`config.mk`:
```
export PLATFORM = sky130hd
export DESIGN_NAME = ad7528_att_writer
export DESIGN_NICKNAME = d
export VERILOG_FILES = /design/src/rtl/ad7528_att_writer.sv
export SDC_FILE = /design/constraint.sdc
export NUM_CORES = 1
export LEC_CHECK = 0
export CORE_AREA = 2 2 65 67
export DETAILED_ROUTE_END_ITERATION = 16
export DIE_AREA = 0 0 67 69
export PLACE_DENSITY = 0.75
export SYNTH_ARGS = -nofsm -noshare
export SYNTH_HDL_FRONTEND = slang
export SYNTH_SLANG_ARGS = --single-unit
```
`constraint.sdc`:
```
create_clock -name clk30 -period 3.05 [get_ports clk30]
set_input_delay 0.61 -clock clk30 [delete_from_list [all_inputs] [get_ports clk30]]
set_output_delay 0.61 -clock clk30 [all_outputs]
set_load 0.005 [all_outputs]
```
`src/rtl/ad7528_att_writer.sv`:
```
// Serial attenuation-code writer for two AD7528 devices: latches one request and
// shifts a 9-bit MSB-first frame on clkdac/datadac under the selected chip select.
module ad7528_att_writer #(
    parameter int HALF_PERIOD = 15,
    parameter int GAP         = 4
) (
    input  logic       clk30,
    input  logic       reset,
    input  logic       req_valid,
    output logic       req_ready,
    input  logic       req_dac,
    input  logic       req_sel,
    input  logic [7:0] req_data,
    output logic       datadac,
    output logic       clkdac,
    output logic       csdac1n,
    output logic       csdac2n,
    output logic       busy,
    output logic       done
);

    typedef enum logic [2:0] {
        S_IDLE     = 3'd0,
        S_SETUP    = 3'd1,
        S_SHIFT_HI = 3'd2,
        S_SHIFT_LO = 3'd3,
        S_GAP      = 3'd4
    } state_t;

    localparam logic [7:0] HP_RELOAD  = 8'(HALF_PERIOD - 1);
    localparam logic [7:0] GAP_RELOAD = (GAP > 0) ? 8'(GAP - 1) : 8'd0;

    state_t     state_r, state_s;
    logic [7:0] hp_cnt_r, hp_cnt_s;
    logic [3:0] bit_cnt_r, bit_cnt_s;
    logic [7:0] gap_cnt_r, gap_cnt_s;
    logic [7:0] shreg_r, shreg_s;
    logic       datadac_r, datadac_s;
    logic       clkdac_r, clkdac_s;
    logic       cs1n_r, cs1n_s;
    logic       cs2n_r, cs2n_s;
    logic       ready_r, ready_s;
    logic       busy_r, busy_s;
    logic       done_r, done_s;

    // Next-state and next-output computation; every output is registered below.
    always_comb begin
        state_s   = state_r;
        hp_cnt_s  = hp_cnt_r;
        bit_cnt_s = bit_cnt_r;
        gap_cnt_s = gap_cnt_r;
        shreg_s   = shreg_r;
        datadac_s = datadac_r;
        clkdac_s  = clkdac_r;
        cs1n_s    = cs1n_r;
        cs2n_s    = cs2n_r;
        ready_s   = ready_r;
        busy_s    = busy_r;
        done_s    = 1'b0;

        case (state_r)
            S_IDLE: begin
                if (req_valid && ready_r) begin
                    state_s   = S_SETUP;
                    hp_cnt_s  = HP_RELOAD;
                    bit_cnt_s = 4'd0;
                    shreg_s   = req_data;
                    datadac_s = req_sel;
                    clkdac_s  = 1'b0;
                    cs1n_s    = req_dac;
                    cs2n_s    = ~req_dac;
                    ready_s   = 1'b0;
                    busy_s    = 1'b1;
                end else begin
                    ready_s   = 1'b1;
                end
            end
            S_SETUP: begin
                if (hp_cnt_r == 8'd0) begin
                    state_s  = S_SHIFT_HI;
                    hp_cnt_s = HP_RELOAD;
                    clkdac_s = 1'b1;
                end else begin
                    hp_cnt_s = hp_cnt_r - 8'd1;
                end
            end
            S_SHIFT_HI: begin
                if (hp_cnt_r == 8'd0) begin
                    state_s  = S_SHIFT_LO;
                    hp_cnt_s = HP_RELOAD;
                    clkdac_s = 1'b0;
                    // The last bit stays on the line through the hold phase.
                    if (bit_cnt_r != 4'd8) begin
                        datadac_s = shreg_r[7];
                        shreg_s   = {shreg_r[6:0], 1'b0};
                    end else begin
                        datadac_s = datadac_r;
                    end
                end else begin
                    hp_cnt_s = hp_cnt_r - 8'd1;
                end
            end
            S_SHIFT_LO: begin
                if (hp_cnt_r == 8'd0) begin
                    if (bit_cnt_r == 4'd8) begin
                        cs1n_s    = 1'b1;
                        cs2n_s    = 1'b1;
                        datadac_s = 1'b0;
                        done_s    = 1'b1;
                        if (GAP == 0) begin
                            state_s = S_IDLE;
                            ready_s = 1'b1;
                            busy_s  = 1'b0;
                        end else begin
                            state_s   = S_GAP;
                            gap_cnt_s = GAP_RELOAD;
                        end
                    end else begin
                        state_s   = S_SHIFT_HI;
                        hp_cnt_s  = HP_RELOAD;
                        bit_cnt_s = bit_cnt_r + 4'd1;
                        clkdac_s  = 1'b1;
                    end
                end else begin
                    hp_cnt_s = hp_cnt_r - 8'd1;
                end
            end
            S_GAP: begin
                if (gap_cnt_r == 8'd0) begin
                    state_s = S_IDLE;
                    ready_s = 1'b1;
                    busy_s  = 1'b0;
                end else begin
                    gap_cnt_s = gap_cnt_r - 8'd1;
                end
            end
            default: begin
                state_s   = S_IDLE;
                cs1n_s    = 1'b1;
                cs2n_s    = 1'b1;
                clkdac_s  = 1'b0;
                datadac_s = 1'b0;
                ready_s   = 1'b0;
                busy_s    = 1'b0;
            end
        endcase
    end

    // State, counter and output registers; reset aborts any frame in progress.
    always_ff @(posedge clk30) begin
        if (reset) begin
            state_r   <= S_IDLE;
            hp_cnt_r  <= 8'd0;
            bit_cnt_r <= 4'd0;
            gap_cnt_r <= 8'd0;
            shreg_r   <= 8'd0;
            datadac_r <= 1'b0;
            clkdac_r  <= 1'b0;
            cs1n_r    <= 1'b1;
            cs2n_r    <= 1'b1;
            ready_r   <= 1'b0;
            busy_r    <= 1'b0;
            done_r    <= 1'b0;
        end else begin
            state_r   <= state_s;
            hp_cnt_r  <= hp_cnt_s;
            bit_cnt_r <= bit_cnt_s;
            gap_cnt_r <= gap_cnt_s;
            shreg_r   <= shreg_s;
            datadac_r <= datadac_s;
            clkdac_r  <= clkdac_s;
            cs1n_r    <= cs1n_s;
            cs2n_r    <= cs2n_s;
            ready_r   <= ready_s;
            busy_r    <= busy_s;
            done_r    <= done_s;
        end
    end

    assign req_ready = ready_r;
    assign datadac   = datadac_r;
    assign clkdac    = clkdac_r;
    assign csdac1n   = cs1n_r;
    assign csdac2n   = cs2n_r;
    assign busy      = busy_r;
    assign done      = done_r;

endmodule

```
==> results by group, run 1 <==
Cells and area
  – Layout Utilization: 0.620
  – Area growth, synth to finish: 17.6%
  – Ant diodes: 0
  – Layout cells sized above 1: 0.0902
  – Final nets: 273

Synthesis
  – Simple-gate share of the synthesized area: 0.234
  – EDFF count, synth: 0
  – Post-synthesis instance area: 2060 um2
  – Post-synthesis compound-gate area fraction: 0.257
  – Xor and xnor fraction of the mapped netlist area: 0.0170
  – Multiplexer share of the synthesized area: 0.0492
  – Total nets after synthesis: 257
  – Avg Cell Area, Syn: 8.66 um2
  – Post-Syn Instances: 238
  – Async S/R FF share, synth: 0
  – Main combinational cell family by area after synthesis: compound AO/OA/AOI/OAI gates
  – Seq/Total Area, Yosys: 0.369
  – Synth unique cells: 51
  – #FFs+latches synth: 38
  – Main synth FF type: dfxtp_1
  – Yosys Warn Count: 0
  – Adder-Cell Fraction of Synth Area: 0.0364

Clock network
  – Clock Path Buffers: 2
  – Clock sink count: 38
  – Clock latency on the worst-skew pair: 0.30 ns
  – Hold buffer count at CTS: 0
  – Cts bufs inserted: 5
  – Clock transition at the registers of the reported paths: 0.07 ns
  – Root Buffer: clkbuf_8
  – H-tree depth: 2
  – Setup bufs post-CTS: 0
  – Number of gates resized after CTS: 0
  – CTS tree: yes

Timing
  – Clk_skew: 0.00467 ns
  – Sum Neg Setup Slack: 0 ns
  – Worst Tran Pin Value: 1.03 ns
  – Slew headroom: 0.302
  – Post-layout minimum cycle time: 2.37 ns
  – RSZ-0062 raised after global routing: false
  – Ratio of final minimum period to clock period: 0.777
  – Final hold vios: 0
  – Endpoints failing setup: 0
  – Pins over their slew limit: 0
  – Max Freq: 422 MHz

Detailed routing
  – Post-Route WL: 4470 um
  – Routed WL per cell: 14.7 um
  – Drt first-iter violations: 97
  – Remaining DRCs: 0
  – Vias: 1822
  – First drt pass iteration count: 4
  – ANT nets after route: 0
  – Via density: 5.97

Power
  – Part of the power in registers: 0.364
  – Switching share of power: 0.344
  – Clock power frac: 0.281
  – Pwr/cell area: 787 nW/um2
  – Switching power: 0.657 mW
  – Int Power: 1.25 mW
  – Peak VDD IR: 0.355 mV
  – Leak: 0.839 nW
  – Gate power share: 0.355

Placement
  – Placer congestion estimate: 0.772
  – Port buffer count: 19
  – Detailed placement HPWL: 3100 um

Run status
  – Status: completed

Floorplanning
  – # IOs: 20
  – Core Area: 3910 um2
  – Die width: 67 um
  – Initial Util: 0.527
  – FP Rows: 23
  – Die ar.: 4620 um2
  – DIE HEIGHT: 69 um

Critical path
  – CP arrival: 2.60 ns
  – Worst Path Required: 3.28 ns
  – Crit path capture type: flip-flop
  – Startpoint class of the critical path: flip-flop
  – Crit path max fanout: 23
  – Worst setup path class: reg2reg

GRT
  – First-pass GRT wire length: 7960 um
  – Number of global-route vias before repair: 1778
  – Total grt overflow: 0
  – Total track usage: 0.215
  – Initial antenna violation count: 0
  – Pin count of the biggest net entering global routing: 26

Worst hold path
  – Min-delay worst type: reg2reg

Job
  – Max Cap Viol: 0
[sequential cells by signal (all words and copies together) (netlist names)]
signal,count
bit_cnt_r,4
busy,1
clkdac,1
csdac1n,1
csdac2n,1
datadac,1
done,1
gap_cnt_r,8
hp_cnt_r,8
req_ready,1
shreg_r,8
state_r,3
[critical path: stages (launching register included)]
cell and delay, ns:
dfxtp_1 0.91, and3b_1 0.27, a41oi_1 0.78, o21ai_0 0.18, a21oi_1 0.16
[cell usage after synthesis (2+ instances only)]
library cell	count	share of area
mux2i_1	9	0.044
dfxtp_1	38	0.37
o21ba_2	3	0.015
nand3b_1	3	0.011
buf_2	2	0.0049
clkbuf_1	9	0.016
or4_1	4	0.015
a31oi_1	8	0.024
o31ai_1	3	0.011
xor2_1	4	0.017
nor3_1	7	0.017
and3b_1	3	0.013
nor3b_1	2	0.0073
a311oi_1	2	0.0085
or3b_2	2	0.0085
inv_1	8	0.015
nor4_1	5	0.015
o211a_1	2	0.0097
or3_1	8	0.024
a41oi_1	2	0.0085
or4_4	2	0.011
nand4b_1	2	0.0085
nor2_1	18	0.033
o21ai_1	2	0.0049
o211ai_1	5	0.018
ha_1	6	0.036
nand3_1	8	0.019
o21a_1	4	0.015
a21oi_1	19	0.046
nand2_1	8	0.015
o21ai_0	16	0.039
a211oi_1	4	0.015
o31a_1	2	0.0085
[layout by cell type, fill, tap and decap left out, types with 3 or more instances in the layout]
cell type        instances
nor4_1                   5
nor2_1                  18
ha_1                     6
o31ai_1                  3
inv_1                    8
nand3_1                  8
o211ai_1                 5
o21ai_0                 16
or4_1                    4
o21a_1                   4
nor3_1                   7
mux2i_1                  9
nand3b_1                 3
xor2_1                   4
clkdlybuf4s50_1         19
dfxtp_1                 38
a31oi_1                  8
and3b_1                  3
a21oi_1                 19
nand2_1                  8
o21ba_2                  3
or3_1                    8
clkbuf_8                 6
a211oi_1                 4
[power groups by stage]
| stage | Clock (mW) | Sequential, mW | Combinational (mW) |
|---|---|---|---|
| after floorplan | 0 | 0.661 | 0.543 |
| after global placement | 0 | 0.704 | 0.661 |
| after detailed placement | 0 | 0.705 | 0.674 |
| after CTS | 0.542 | 0.694 | 0.678 |
| after global routing | 0.558 | 0.713 | 0.764 |
| final | 0.535 | 0.695 | 0.677 |
[cell families after synthesis]
kind of cell    count (synthesis)
flops                          38
mux                            10
xor+xnor                        4
compound gates                 80
buf+inv                        20
fa+ha+maj                       6
simple gates                   80
[cell type report]
type	instances	area, um2
Clock buffer	6	82.6
Clock inverter	2	60.1
Fill cell	369	1490
Inverter	8	30.0
Multi-Input combinational cell	180	1220
Sequential cell	38	761
Tap cell	50	62.6
Timing Repair Buffer	21	205
[per-stage QoR]
stage	power, mW	setup WS (ns)	cell area, um2	hold WS (ns)	std cells
final	1.91	0.681	2420	0.460	305
after global routing	2.03	0.466	2420	0.495	305
after CTS	1.91	0.690	2420	0.467	305
after detailed placement	1.38	0.610	2280	0.456	297
after global placement	1.37	0.674	2280	0.454	297
after floorplan	1.20	1.13	2060	0.446	238
[final timing paths]
path,startpoint,endpoint,slack [ns],cells after the start
max reg2reg,state_r[1],shreg_r[1],0.68,4
min,datadac,datadac,0.46,2
min reg2reg,datadac,datadac,0.46,2
max,state_r[1],shreg_r[1],0.68,4
[routing by layer]
layer	track usage	up-vias	wire (um)
met5	0	-	0
met4	0.0680	0	38
met3	0.0489	3	210
met2	0.343	40	2080
met1	0.285	847	2140
li1	-	932	-
Power figures use the tool's default switching activity.
==> inputs of run 2 (changes only) <==
--- a/config.mk
+++ b/config.mk
@@ -5,10 +5,10 @@
 export SDC_FILE = /design/constraint.sdc
 export NUM_CORES = 1
 export LEC_CHECK = 0
-export CORE_AREA = 2 2 65 67
+export CORE_AREA = 2 2 67 69
 export DETAILED_ROUTE_END_ITERATION = 16
-export DIE_AREA = 0 0 67 69
-export PLACE_DENSITY = 0.75
+export DIE_AREA = 0 0 69 71
+export PLACE_DENSITY = 0.73
 export SYNTH_ARGS = -nofsm -noshare
 export SYNTH_HDL_FRONTEND = slang
 export SYNTH_SLANG_ARGS = --single-unit
==> constraint.sdc (replaced) <==
create_clock -name clk30 -period 2.1 [get_ports clk30]
set_input_delay 0.42 -clock clk30 [delete_from_list [all_inputs] [get_ports clk30]]
set_output_delay 0.42 -clock clk30 [all_outputs]
set_load 0.005 [all_outputs]
==> results by group, run 2 (synthesized netlist as in run 1, its figures left out) <==
Power
  – Gate power share: 0.400
  – Switching share of power: 0.339
  – Total power: 2.91 mW
  – Switching power: 0.985 mW
  – Part of the power in registers: 0.334
  – Int Power: 1.92 mW
  – Pwr/cell area: 1130 nW/um2
  – Leak: 0.918 nW
  – Clock power frac: 0.266
  – Peak VDD IR: 0.605 mV

Detailed routing
  – ANT nets after route: 0
  – First drt pass iteration count: 4
  – Vias: 1873
  – Drt first-iter violations: 85
  – Routed WL per cell: 14.4 um
  – Via density: 5.82
  – Remaining DRCs: 0
  – Post-Route WL: 4650 um

GRT
  – Pin count of the biggest net entering global routing: 26
  – Number of global-route vias before repair: 1799
  – First-pass GRT wire length: 8140 um
  – Total grt overflow: 0
  – Initial antenna violation count: 0
  – Total track usage: 0.200

Timing
  – Post-layout minimum cycle time: 2.00 ns
  – Ratio of final minimum period to clock period: 0.951
  – Clk_skew: 0.00565 ns
  – Endpoints failing setup: 0
  – Slew headroom: 0.573
  – Sum Neg Setup Slack: 0 ns
  – Worst Tran Pin Value: 0.635 ns
  – Pins over their slew limit: 0
  – RSZ-0062 raised after global routing: false
  – Final hold vios: 0
  – Hold WS: 0.469 ns
  – Max Freq: 500 MHz
  – Setup ws final: 0.102 ns

Clock network
  – Root Buffer: clkbuf_8
  – Clock sink count: 38
  – Clock latency on the worst-skew pair: 0.29 ns
  – Clock Path Buffers: 2
  – H-tree depth: 2
  – Setup bufs post-CTS: 0
  – Clock transition at the registers of the reported paths: 0.08 ns
  – Hold buffer count at CTS: 0
  – Cts bufs inserted: 5
  – CTS tree: yes
  – Number of gates resized after CTS: 0

Cells and area
  – Area growth, synth to finish: 24.2%
  – Final nets: 288
  – Top flop regs: gap_cnt_r: 8 flops, hp_cnt_r: 8 flops, shreg_r: 8 flops
  – Layout cells sized above 1: 0.156
  – Commonest cells after routing, fill and taps aside: dfxtp_1 (36), a21oi_1 (19), clkdlybuf4s50_1 (19)
  – Ant diodes: 0
  – Most common library cell in the layout ignoring fill and taps: dfxtp_1
  – Fin cells: 322
  – Fill cells: 385

Critical path
  – Crit path max fanout: 5
  – CP arrival: 2.21 ns
  – Crit path capture type: flip-flop
  – R2r endpoint: datadac
  – Worst r2r path cells: 6
  – Delay of the slowest critical-path stage: 0.53 ns
  – CP top delay family: simple AND/OR/NAND/NOR gates
  – CP max-delay cell: or4_4
  – Setup crit end: datadac
  – R2R setup slack: 0.10 ns
  – Critical Path Stages: 6
  – Reg-to-Reg Start: hp_cnt_r[0]
  – Worst Path Required: 2.32 ns
  – CP bufs+invs: 1
  – Startpoint class of the critical path: flip-flop
  – Worst path cell trace: inv_1 -> ha_1 -> or3b_4 -> or4_4 -> a211oi_2 -> mux2i_1
  – Worst setup path class: reg2reg
  – CP startpoint: hp_cnt_r[0]

Placement
  – Dpl ws: 0.0857 ns
  – Port buffer count: 19
  – Placer congestion estimate: 0.825
  – Placed cells: 314
  – Detailed placement HPWL: 3220 um

Run status
  – Status: completed

Job
  – Max Cap Viol: 0

Floorplanning
  – Die width: 69 um
  – Die ar.: 4900 um2
  – FP Rows: 24
  – DIE HEIGHT: 71 um
  – Core Area: 4200 um2
  – Initial Util: 0.490
  – # IOs: 20

Worst hold path
  – Min-delay worst type: reg2reg
==> run 2: cell types whose count changed in the layout (fill, tap and decap cells not counted) <==
cell	before	now
or3b_1	1	0
dfxtp_2	0	2
o21ai_1	2	1
o21ai_2	0	1
buf_4	2	16
dfxtp_1	38	36
buf_12	0	1
or3b_4	0	1
==> run 2: worst min path at each step <==
stage | startpoint | endpoint | slack (ns) | cells after the start
finish | hp_cnt_r[0] | hp_cnt_r[0] | 0.47 | 1
global route | hp_cnt_r[0] | hp_cnt_r[0] | 0.49 | 1
CTS | datadac | datadac | 0.47 | 2
detailed placement | datadac | datadac | 0.46 | 2
global placement | datadac | datadac | 0.46 | 2
floorplan | shreg_r[7] | shreg_r[7] | 0.45 | 2
==> run 2: power groups by stage <==
stage	Sequential, mW	Clock (mW)	Combinational [mW]
after floorplan	0.960	0	0.789
after detailed placement	0.978	0	1.12
final	0.970	0.772	1.16
after global routing	0.992	0.814	1.28
after global placement	0.975	0	1.11
after CTS	0.963	0.784	1.14
==> run 2: layout make-up <==
| type | instances | area [um2] | share of cell area |
|---|---|---|---|
| Inverter | 8 | 30.0 | 0.0117 |
| Multi-Input combinational cell | 180 | 1230 | 0.480 |
| Sequential cell | 38 | 763 | 0.298 |
| Clock inverter | 2 | 60.1 | 0.0234 |
| Timing Repair Buffer | 36 | 330 | 0.129 |
| Clock buffer | 6 | 82.6 | 0.0322 |
| Tap cell | 52 | 65.1 | 0.0254 |
==> run 2: metrics by stage <==
stage                     cell area [um2]   util
after global routing                 2560  0.609
after global placement               2410  0.573
after detailed placement             2410  0.573
final                                2560  0.609
after CTS                            2550  0.607
after floorplan                      2060      -
==> run 2: worst register-to-register path, delay by kind of cell (launching register included) <==
kind / cells / cell delay [ns]
adders and majority gates: 1 / 0.15
buffers and inverters: 1 / 0.08
and+or+nand+nor: 2 / 0.93
DFF: 1 / 0.34
AOI/OAI and AO/OA: 1 / 0.23
muxes: 1 / 0.21
==> run 2: layer usage <==
layer / vias to the layer above / GRT usage / share of wire
met5: - / 0 / 0
met4: 0 / 0.0545 / 0.010
met3: 5 / 0.0399 / 0.044
met2: 39 / 0.328 / 0.46
met1: 865 / 0.271 / 0.49
li1: 964 / - / -
==> inputs of run 3 (changes only) <==
--- a/config.mk
+++ b/config.mk
@@ -5,10 +5,13 @@
 export SDC_FILE = /design/constraint.sdc
 export NUM_CORES = 1
 export LEC_CHECK = 0
-export CORE_AREA = 2 2 67 69
+export CELL_PAD_IN_SITES_DETAIL_PLACEMENT = 0
+export CELL_PAD_IN_SITES_GLOBAL_PLACEMENT = 1
+export CORE_AREA = 2 2 58 102
 export DETAILED_ROUTE_END_ITERATION = 16
-export DIE_AREA = 0 0 69 71
-export PLACE_DENSITY = 0.73
+export DIE_AREA = 0 0 60 104
+export GPL_ROUTABILITY_DRIVEN = 0
+export PLACE_DENSITY_LB_ADDON = 0.1
 export SYNTH_ARGS = -nofsm -noshare
 export SYNTH_HDL_FRONTEND = slang
 export SYNTH_SLANG_ARGS = --single-unit
==> results by group, run 3 (synthesized netlist as in run 1, its figures left out) <==
Run status
  – Status: completed

Clock network
  – Hold buffer count at CTS: 0
  – Root Buffer: clkbuf_8
  – Number of gates resized after CTS: 0
  – Clock latency on the worst-skew pair: 0.29 ns
  – H-tree depth: 2
  – Clock transition at the registers of the reported paths: 0.07 ns
  – Setup bufs post-CTS: 0
  – Clock Path Buffers: 2
  – Cts bufs inserted: 5
  – CTS tree: yes
  – Clock sink count: 38

Critical path
  – Worst Path Required: 2.32 ns
  – Worst setup path class: reg2reg
  – CP arrival: 2.23 ns
  – Reg-to-Reg Start: hp_cnt_r[0]
  – Delay of the slowest critical-path stage: 0.54 ns
  – Crit path capture type: flip-flop
  – Crit path max fanout: 5
  – CP max-delay cell: or4_4
  – Startpoint class of the critical path: flip-flop
  – R2R setup slack: 0.1 ns
  – Worst path cell trace: inv_1 -> ha_1 -> or3b_4 -> or4_4 -> a211oi_2 -> mux2i_1
  – Worst r2r path cells: 6
  – R2r endpoint: datadac

Floorplanning
  – Initial Util: 0.378
  – Die width: 60 um
  – FP Rows: 36
  – # IOs: 20
  – DIE HEIGHT: 104 um
  – Die ar.: 6240 um2
  – Core Area: 5450 um2

Worst hold path
  – Hold path endpoint: shreg_r[7]
  – Worst min-delay path startpoint: shreg_r[7]
  – Min-delay worst type: reg2reg
  – Hold depth: 2

Timing
  – Worst Tran Pin Value: 0.648 ns
  – Pins over their slew limit: 0
  – Sum Neg Setup Slack: 0 ns
  – Final hold vios: 0
  – Ratio of final minimum period to clock period: 0.955
  – RSZ-0062 raised after global routing: false
  – Slew headroom: 0.564
  – Max Freq: 499 MHz
  – Post-layout minimum cycle time: 2.00 ns
  – Endpoints failing setup: 0
  – Clk_skew: 0.00377 ns

Power
  – Gate power share: 0.447
  – Part of the power in registers: 0.370
  – Peak VDD IR: 0.467 mV
  – Switching power: 0.998 mW
  – Leak: 0.881 nW
  – Clock power frac: 0.182
  – Total power: 2.64 mW
  – Pwr/cell area: 1050 nW/um2
  – Switching share of power: 0.379
  – Int Power: 1.64 mW

Cells and area
  – Ant diodes: 0
  – Most common library cell in the layout ignoring fill and taps: dfxtp_1
  – Commonest cells after routing, fill and taps aside: dfxtp_1 (38), a21oi_1 (19), clkdlybuf4s50_1 (19)
  – Layout cells sized above 1: 0.138
  – Area growth, synth to finish: 21.7%
  – Top flop regs: gap_cnt_r: 8 flops, hp_cnt_r: 8 flops, shreg_r: 8 flops
  – Area of the multi-input gates: 1230 um2
  – Final nets: 288
  – Fill cells: 561
  – Reg area: 761 um2

GRT
  – Initial antenna violation count: 0
  – Pin count of the biggest net entering global routing: 26
  – First-pass GRT wire length: 8920 um
  – Total track usage: 0.184
  – Total grt overflow: 0
  – Number of global-route vias before repair: 1847

Placement
  – Detailed placement HPWL: 3840 um
  – Port buffer count: 19

Detailed routing
  – First drt pass iteration count: 4
  – Routed WL per cell: 15.3 um
  – Remaining DRCs: 0
  – Drt first-iter violations: 81
  – Vias: 1881
  – Post-Route WL: 5270 um
  – ANT nets after route: 0
  – Via density: 5.45

Job
  – Max Cap Viol: 0
[run 3: how the worst max path moves through the flow]
stage / startpoint / to / slack (ns) / cells past startpoint
global placement: hp_cnt_r[0] / datadac / 0.11 / 6
CTS: hp_cnt_r[0] / datadac / 0.05 / 6
floorplan: hp_cnt_r[0] / datadac / 0.18 / 6
finish: hp_cnt_r[0] / datadac / 0.1 / 6
detailed placement: hp_cnt_r[0] / datadac / 0.07 / 6
global route: hp_cnt_r[0] / hp_cnt_r[0] / 0.008 / 7
[run 3: cell type report]
| cell class | count | area share |
|---|---|---|
| Tap cell | 76 | 0.0379 |
| Sequential cell | 38 | 0.303 |
| Multi-Input combinational cell | 180 | 0.490 |
| Clock buffer | 7 | 0.0304 |
| Timing Repair Buffer | 36 | 0.127 |
| Inverter | 8 | 0.0120 |
[run 3: critical path, delay by kind of cell (launching register included)]
kind	cells	cell delay, ns
flops	1	0.34
fa+ha+maj	1	0.16
compound gates	1	0.21
mux	1	0.20
buf+inv	1	0.09
simple gates	2	0.94
[run 3: power groups by stage]
stage	registers [mW]	clock network, mW	logic, mW
global route	0.996	0.529	1.30
detailed placement	0.991	0	1.16
finish	0.976	0.481	1.18
floorplan	0.960	0	0.789
CTS	0.974	0.502	1.17
global placement	0.989	0	1.16
[run 3: layer usage]
| layer | up-vias | GRT usage | part of all wire |
|---|---|---|---|
| met5 | - | 0 | 0 |
| met4 | 0 | 0.0825 | 0.027 |
| met3 | 12 | 0.0348 | 0.021 |
| met2 | 28 | 0.302 | 0.52 |
| met1 | 875 | 0.222 | 0.43 |
| li1 | 966 | - | - |
[run 3: metrics by stage]
step	setup WS [ns]	hold WS (ns)	cells	instance area, um2	util
after detailed placement	0.0670	0.469	338	2430	0.445
after global routing	0.00751	0.487	345	2510	0.461
after global placement	0.111	0.459	338	2430	0.445
final	0.0953	0.474	345	2510	0.461
after CTS	0.0515	0.480	345	2500	0.459
after floorplan	0.180	0.446	238	2060	-
